===== config.mk =====
export PLATFORM = sky130hd
export DESIGN_NAME = qft_pulse_sched
export DESIGN_NICKNAME = d
export VERILOG_FILES = /design/src/rtl/qft_pulse_sched_pkg.sv /design/src/rtl/qft_pulse_sched_prob_calc.sv /design/src/rtl/qft_pulse_sched.sv
export SDC_FILE = /design/constraint.sdc
export NUM_CORES = 2
export LEC_CHECK = 0
export ABC_AREA = 1
export BUFFER_PORTS_ARGS = -buffer_cell sky130_fd_sc_hd__buf_4
export CAP_MARGIN = 20
export CORE_AREA = 2 2 193 385
export CTS_CLUSTER_DIAMETER = 30
export DETAILED_ROUTE_END_ITERATION = 10
export DIE_AREA = 0 0 195 387
export GPL_ROUTABILITY_DRIVEN = 1
export GPL_TIMING_DRIVEN = 0
export PLACE_DENSITY = 0.85
export RECOVER_POWER = 100
export SLEW_MARGIN = 20
export SYNTH_ARGS = -nofsm -noshare
export SYNTH_HDL_FRONTEND = slang
export SYNTH_HIERARCHICAL = 1
export SYNTH_SLANG_ARGS = --single-unit

===== constraint.sdc =====
create_clock -name clk -period 22.6 [get_ports clk]
set_clock_uncertainty 0.05 [all_clocks]
set_input_delay 1.13 -clock clk [delete_from_list [all_inputs] [get_ports clk]]
set_output_delay 1.13 -clock clk [all_outputs]
set_load 0.05 [all_outputs]

===== src/rtl/qft_pulse_sched_pkg.sv =====
// rtl/qft_pulse_sched_pkg.sv - shared types and Q1.15 constants for the QFT pulse scheduler
package qft_pulse_sched_pkg;

    localparam int AMP_W = 17;
    localparam int IDX_W = 3;

    localparam logic [AMP_W-1:0] Q_ONE  = 17'h08000;
    localparam logic [AMP_W-1:0] Q_HALF = 17'h04000;

    typedef enum logic [2:0] {
        S_IDLE,
        S_FETCH,
        S_CALC,
        S_GAP,
        S_PULSE,
        S_TAIL
    } fsm_t;

endpackage


===== src/rtl/qft_pulse_sched_prob_calc.sv =====
// rtl/qft_pulse_sched_prob_calc.sv - combinational |amp|^2 in Q1.15, saturated to 1.0
module prob_calc
    import qft_pulse_sched_pkg::*;
(
    input  logic signed [AMP_W-1:0] re,
    input  logic signed [AMP_W-1:0] im,
    output logic        [AMP_W-1:0] p
);

    logic signed [2*AMP_W-1:0] re_sq;
    logic signed [2*AMP_W-1:0] im_sq;
    logic signed [2*AMP_W-1:0] sum;

    always_comb begin
        re_sq = re * re;
        im_sq = im * im;
        sum   = (re_sq >>> 15) + (im_sq >>> 15);
        // Rounding can push |re|^2+|im|^2 past 1.0; clamp so widths never exceed full scale
        if (sum > $signed(34'(Q_ONE)))
            p = Q_ONE;
        else
            p = sum[AMP_W-1:0];
    end

endmodule


===== src/rtl/qft_pulse_sched.sv =====
// rtl/qft_pulse_sched.sv - fetches 8 QFT amplitudes and plays their probabilities as pulse widths on sq
module qft_pulse_sched
    import qft_pulse_sched_pkg::*;
#(
    parameter int unsigned GAP_CYC     = 5_500_000,
    parameter int unsigned WIDTH_MUL   = 2_500_000,
    parameter int unsigned WIDTH_SHIFT = 11,
    parameter int unsigned TAIL_GAPS   = 9
) (
    input  logic                    clk,
    input  logic                    rst_n,
    input  logic                    start,
    input  logic                    loop,
    output logic                    amp_req,
    output logic [IDX_W-1:0]        amp_idx,
    input  logic                    amp_ack,
    input  logic signed [AMP_W-1:0] amp_re,
    input  logic signed [AMP_W-1:0] amp_im,
    output logic                    sq,
    output logic [3:0]              state,
    output logic                    busy,
    output logic                    done
);

    localparam logic [31:0] GAP_LAST  = 32'(GAP_CYC - 1);
    localparam logic [31:0] TAIL_LEN  = 32'(TAIL_GAPS * GAP_CYC);
    localparam logic [31:0] TAIL_LAST = TAIL_LEN - 32'd1;
    localparam logic [31:0] TAIL_PRE  = TAIL_LEN - 32'd2;

    fsm_t                    fsm;
    logic [IDX_W-1:0]        idx;
    logic [31:0]             cnt;
    logic signed [AMP_W-1:0] re_q;
    logic signed [AMP_W-1:0] im_q;
    logic [31:0]             width [8];

    logic [AMP_W-1:0]        p;
    logic [31:0]             w_new;
    logic [31:0]             cur_w;
    logic                    step;

    prob_calc u_prob (
        .re (re_q),
        .im (im_q),
        .p  (p)
    );

    always_comb begin
        w_new = 32'((48'(WIDTH_MUL) * 48'(p)) >> WIDTH_SHIFT);
        cur_w = width[idx];
        // A slot is finished when its pulse ends, or when its gap ends and the pulse is empty
        step  = ((fsm == S_GAP) && (cnt == GAP_LAST) && (cur_w == 32'd0)) ||
                ((fsm == S_PULSE) && (cnt == cur_w - 32'd1));
    end

    always_ff @(posedge clk or negedge rst_n) begin
        if (!rst_n) begin
            fsm     <= S_IDLE;
            idx     <= '0;
            cnt     <= '0;
            re_q    <= '0;
            im_q    <= '0;
            amp_req <= 1'b0;
            amp_idx <= '0;
            sq      <= 1'b0;
            state   <= 4'd8;
            busy    <= 1'b0;
            done    <= 1'b0;
            for (int i = 0; i < 8; i++) width[i] <= '0;
        end else begin
            done <= 1'b0;
            cnt  <= cnt + 32'd1;
            case (fsm)
                S_IDLE: begin
                    if (start) begin
                        fsm     <= S_FETCH;
                        idx     <= '0;
                        cnt     <= '0;
                        amp_req <= 1'b1;
                        amp_idx <= '0;
                        busy    <= 1'b1;
                    end
                end
                S_FETCH: begin
                    if (amp_ack) begin
                        re_q    <= amp_re;
                        im_q    <= amp_im;
                        amp_req <= 1'b0;
                        fsm     <= S_CALC;
                        cnt     <= '0;
                    end
                end
                S_CALC: begin
                    width[idx] <= w_new;
                    cnt        <= '0;
                    if (idx != 3'd7) begin
                        idx     <= idx + 3'd1;
                        amp_idx <= idx + 3'd1;
                        amp_req <= 1'b1;
                        fsm     <= S_FETCH;
                    end else begin
                        idx   <= '0;
                        state <= 4'd0;
                        fsm   <= S_GAP;
                    end
                end
                S_GAP: begin
                    if (cnt == GAP_LAST && cur_w != 32'd0) begin
                        cnt <= '0;
                        sq  <= 1'b1;
                        fsm <= S_PULSE;
                    end
                end
                S_PULSE: ;
                S_TAIL: begin
                    if (cnt == TAIL_PRE) done <= 1'b1;
                    if (cnt == TAIL_LAST) begin
                        cnt <= '0;
                        idx <= '0;
                        if (loop) begin
                            fsm     <= S_FETCH;
                            amp_req <= 1'b1;
                            amp_idx <= '0;
                        end else begin
                            fsm  <= S_IDLE;
                            busy <= 1'b0;
                        end
                    end
                end
                default: fsm <= S_IDLE;
            endcase

            if (step) begin
                cnt <= '0;
                sq  <= 1'b0;
                if (idx != 3'd7) begin
                    idx   <= idx + 3'd1;
                    state <= {1'b0, idx + 3'd1};
                    fsm   <= S_GAP;
                end else begin
                    idx   <= '0;
                    state <= 4'd8;
                    fsm   <= S_TAIL;
                    if (TAIL_LEN == 32'd1) done <= 1'b1;
                end
            end
        end
    end

endmodule


Word-level counts from Yosys, hierarchy flattened
Cells that the tools add are included.
- flip-flop bits (word level): 339
- bits of input ports: 39
- output and inout bits: 11
- logic and storage cells: 125
- $add $sub $neg: 4
- multipliers: 3
- order comparisons: 3
- equality and inequality tests: 22
- muxes and demuxes: 49
- bitwise logic cells: 1
- reduce and logical (&&, ||, !) cells: 24
- operators with widths (cell ; number):
    $bwmux W256 ; 1
    $mux W32 ; 8
    $pmux W32 S5 ; 1
    $bmux W32 S3 ; 1
    $demux W32 S3 ; 1
    $mul A17 B17 Y34 ; 2
    $eq A32 B26 Y1 const B ; 2
    $mux W3 ; 13
    $mul A17 B17 Y34 const A ; 1
    $add A32 B1 Y32 const B ; 1
    $eq A32 B23 Y1 const B ; 1
    $eq A32 B32 Y1 ; 1
    $logic_not A32 Y1 ; 1
    $reduce_bool A32 Y1 ; 1
    $sub A32 B1 Y32 const B ; 1
    $add A19 B19 Y20 ; 1
    $gt A20 B17 Y1 const B ; 1
    $pmux W3 S3 ; 2
    $pmux W3 S6 ; 1
    $mux W17 ; 1
    $mux W4 ; 4
    $ne A2 B2 Y1 const B ; 8
    $mux W1 ; 13
    $ne A3 B3 Y1 const B ; 4
    other kinds (22) ; 35

Logic depth before layout (Yosys ltp)
- depth in word-level cells: 10
- mapped depth: 72
- gate-level depth less buffers: 68

By module
The synthesis kept the hierarchy.
- modules (own cells, without submodules) (module ; times used ; cells each ; area an instance (µm²) ; seq. area each (µm²)):
    prob_calc ; 1 ; 2700 ; 21585.7 ; 0.0
    qft_pulse_sched ; 1 ; 2844 ; 21551.9 ; 7683.6

Worst setup path after synthesis
No wires, ideal clock.
- path type: register to register
- start: register im_q[16]
- end: register width[155] in the netlist's numbering
- setup time: 0.130 ns
- arrival: 12.162 ns
- data required time: 22.420 ns
- path slack: 10.258 ns
- stages on the path, launching flop included: 58
- buffers on the path: 3
- period minus slack after synthesis: 12.342 ns
- path through: dfrtp_1 > clkbuf_1 > buf_1 > nand2_1 > inv_1 > fa_1 > fa_1 > fa_1 > fa_1 > fa_1 > inv_1 > fa_1 > inv_1 > ha_1 > inv_1 > nor2_1 > nor2_1 > nor2_1 > [22 not listed] > fa_1 > inv_1 > fa_1 > inv_1 > fa_1 > ha_1 > a21oi_1 > o21ai_0 > a21oi_1 > inv_1 > a21oi_1 > o21ai_0 > nand3_1 > o2111ai_1 > or2_2 > clkbuf_1 > nand3_1 > o21ai_0
- cells in the longest elaborated chain, start to end: 6
- RTL lines (element ; line ; text):
    from (decl) ; qft_pulse_sched.sv:34 ; logic signed [AMP_W-1:0] im_q;
    from (signal assigned) ; qft_pulse_sched.sv:87 ; im_q <= amp_im;
    $mul A17 B17 Y34 * ; qft_pulse_sched_prob_calc.sv:16 ; im_sq = im * im;
    $add A19 B19 Y20 * ; qft_pulse_sched_prob_calc.sv:17 ; sum = (re_sq >>> 15) + (im_sq >>> 15);
    $gt A20 B17 Y1 ; qft_pulse_sched_prob_calc.sv:19 ; if (sum > $signed(34'(Q_ONE)))
    $mux W17 * ; qft_pulse_sched_prob_calc.sv:19 ;
    net p[15] ; qft_pulse_sched.sv:37 ; logic [AMP_W-1:0] p;
    $mul A17 B17 Y34 * ; qft_pulse_sched.sv:49 ; w_new = 32'((48'(WIDTH_MUL) * 48'(p)) >> WIDTH_SHIFT);
    $bwmux W256 * ; qft_pulse_sched.sv:94 ; width[idx] <= w_new;
    to (signal, indexed assignment) ; qft_pulse_sched.sv:94 ;
    to (decl) ; qft_pulse_sched.sv:35 ; logic [31:0] width [8];
The timed path passes the listed nets; every way through them passes the cells marked *.
A chain may end at the register's enable or synchronous reset.

Worst setup path in the final report
- start: register im_q[2]
- end: register width[27] in the netlist's numbering
Same word-level chain as after synthesis.

==> impl_metrics.json <==
{
  "ys_warn_count": 6,
  "edff_count_synth": 0,
  "antenna_found_initial": 1,
  "clock_latency_ns": 0.65,
  "global_route.usage.total": 0.369,
  "wl_per_cell_um": 20.4,
  "synth-simple-area-share": 0.208,
  "timing.hold.worst_endpoint": "im_q[0]",
  "path_class": "reg2reg",
  "r2r_start": "im_q[2]",
  "setup_total_negative_slack_ns": 0,
  "fmax_mhz": 57.9,
  "timing.rr.end": "width[27]",
  "mapped_cell_area_mm2": 0.0431,
  "final_net_count": 6637,
  "slew_headroom": -2.38,
  "initial_core_util": 0.595,
  "postSynthAreaPerCell_um2": 7.78,
  "max-clock-path-buffers": 3,
  "number_of_routed_nets_with_antenna_violations": 0,
  "post_cts_hold_buffer_count": 0,
  "grt.overflow.total": 0,
  "num_rows": 140,
  "ys_async_sr_fraction": 1.00,
  "maxSlewViolCount": 314,
  "die_h_um": 387,
  "final-setup-viol-count": 0,
  "max_cap_viol_count": 4,
  "synth_top_cell_by_area": "fa_1",
  "cts_tree": "done",
  "area_growth_pct": 7.14,
  "hold_start": "im_q[0]",
  "detailedRoute.firstPassIterationCount": 10,
  "timing_worst_slew_pin_value_ns": 5.08,
  "crit_path_top_cell_by_count": "fa_1",
  "ys_seq_area_frac": 0.178,
  "detailroute.via_count": 37400,
  "cts.repair_timing.setup_buffer_count": 0,
  "r2r.worst_path.cells": 58,
  "worst_setup_path_start_kind": "register",
  "synth-xor-area-share": 0.0274,
  "route.final.wire_length_um": 135000,
  "rsz0062_at_grt": "no",
  "cts_clock_pin_slew_for_the_worst_setup_and_hold_paths_ns": 0.07,
  "dpl.hpwl_um": 107000,
  "synth_area_leaders": "fa_1 28%, dfrtp_1 18%, inv_1 12%, nand2_1 11%, ha_1 9.9%",
  "synth-seq-cells": 307,
  "yosys-mux-area-fraction": 0,
  "grt_pass1_vias": 40800,
  "postCtsResizedCells": 0,
  "worst_ep_required_time_ns": 23.10,
  "hold_class": "reg2reg",
  "layout_worst_path_cycle_share": 0.764,
  "numClockSinks": 307,
  "post_synth_num_cell_types": 59,
  "max_stage_delay_ns": 1.07,
  "place.port_buffers": 49,
  "syn_inst": 5544,
  "final_layout_size_suffix_gt1_frac": 0.0531,
  "num-fill-cells": 6160,
  "synthAdderAreaFrac": 0.382,
  "run_status": "finished, violations left",
  "detail_route.iter0.violations": 2327,
  "main_combinational_cell_family_by_area_after_synthesis": "adder cells",
  "clock_tree.root_cell": "clkbuf_16",
  "place_congestion": 1.01,
  "min_path_cells": 2,
  "design.portCount": 50,
  "cp_max_fo": 10,
  "viasPerCell": 5.66,
  "critical_path_arrival_ns": 17.77,
  "synthesized_net_count": 6534,
  "synth_compound_area_frac": 0.0631,
  "violations": "capacitance limit, slew limit",
  "synthFlopType": "dfrtp_1",
  "antenna_fix_cells": 0,
  "maximum_number_of_pins_on_one_net_before_global_route_repair": 97,
  "core_mm2": 0.0725,
  "die_area_mm2": 0.0755,
  "final_period_minus_worst_setup_slack_ns": 17.28,
  "mostFrequentLayoutCell": "inv_1",
  "timing.critical_path.to_type": "register",
  "synth.top_cell.area_share": 0.283,
  "remaining_drc_errors": 0,
  "timing.critical_path.slowest_stage_cell": "fa_1",
  "htree_num_levels": 2,
  "first_pass_grt_wire_length_um": 211000,
  "finalHoldViolations": 0,
  "final_cell_mix": "1,367 x inv_1, 1,303 x nand2_1, 610 x fa_1",
  "die_width_um": 195,
  "worst-r2r-setup-slack_ns": 5.32,
  "cts_inserted_buffers": 47
}
critical path: cells and delay by family, from the launching register on:
| kind | cells | cell delay [ns] |
|---|---|---|
| AOI/OAI and AO/OA | 6 | 2.16 |
| adders and majority gates | 15 | 7.49 |
| buffers and inverters | 13 | 2.63 |
| DFF | 1 | 0.50 |
| and+or+nand+nor | 24 | 4.37 |
cell usage after synthesis (3+ instances only):
cell type,n
o211ai_1,7
nand4_1,45
o21a_1,5
o221ai_1,3
fa_1,610
nand2_2,16
a21o_1,16
nand3_1,289
nor3_1,27
inv_1,1366
buf_12,4
or2_2,21
buf_8,3
o31ai_1,6
a21oi_1,117
nand2_1,1299
nor2_2,75
o21ai_0,301
buf_2,10
nand3b_1,9
nor2_1,253
nor4_1,16
a221oi_1,4
dfrtp_1,306
buf_6,15
inv_2,12
xor2_1,93
a31oi_1,11
nand3_2,3
buf_1,6
ha_1,341
and3_1,4
clkbuf_1,126
clkinv_1,5
a21boi_0,6
and2_1,3
o21bai_1,15
or2_1,4
nor3_2,3
nor2_4,16
xnor2_1,42
buf_4,10
state kept, by name, summed over array words and instances (netlist names):
name / flops
fsm: 3
amp_idx: 3
idx: 3
im_q: 17
amp_req: 1
state: 4
sq: 1
cnt: 32
busy: 1
done: 1
width: 224
re_q: 17
per-stage QoR:
stage / hold slack (ns) / instance area (um2) / worst slack [ns] / cells / utilization
after floorplan: 0.392 / 43100 / 10.26 / 5544 / -
after global placement: 0.408 / 44700 / 7.32 / 6516 / 0.616
after detailed placement: 0.409 / 44800 / 7.06 / 6519 / 0.617
after CTS: 0.375 / 46500 / 7.01 / 6607 / 0.641
after global routing: 0.440 / 46200 / 4.50 / 6609 / 0.637
final: 0.423 / 46200 / 5.32 / 6609 / 0.637
cell type report:
type	count	area (um2)	area share
multi-input combinational	3678	29300	0.633
sequential	307	7680	0.166
inverter	1385	5200	0.113
clock buffer	50	1200	0.0259
tap	923	1150	0.0250
buffer	174	847	0.0183
clock inverter	38	517	0.0112
timing repair buffer	54	349	0.00755
cell families (layout without fill, tap and decap cells):
family | count (synthesis) | in the layout
and+or+nand+nor | 2091 | 2091
buffers and inverters | 1559 | 1701
adders and majority gates | 951 | 951
AOI/OAI and AO/OA | 501 | 501
DFF | 307 | 307
xor gates and xnor gates | 135 | 135
metal layers:
layer | vias up | wire (um) | global-route usage
met5 | - | 11 | 0
met4 | 2 | 17700 | 0.391
met3 | 929 | 9230 | 0.0776
met2 | 1876 | 69400 | 0.666
met1 | 17800 | 38300 | 0.320
li1 | 16800 | - | -
how the worst max path moves through the flow:
stage / from / endpoint / slack, ns
2_1_floorplan: im_q[16] / width[155] / 10.26
3_3_place_gp: im_q[2] / width[59] / 7.32
3_5_place_dp: im_q[2] / width[59] / 7.06
4_1_cts: im_q[2] / width[27] / 7.01
5_1_grt: im_q[2] / width[219] / 4.50
6_report: im_q[2] / width[27] / 5.32
Power is not shown: default switching activity piles up to over one toggle a cycle in this logic, so the estimate is an artifact.
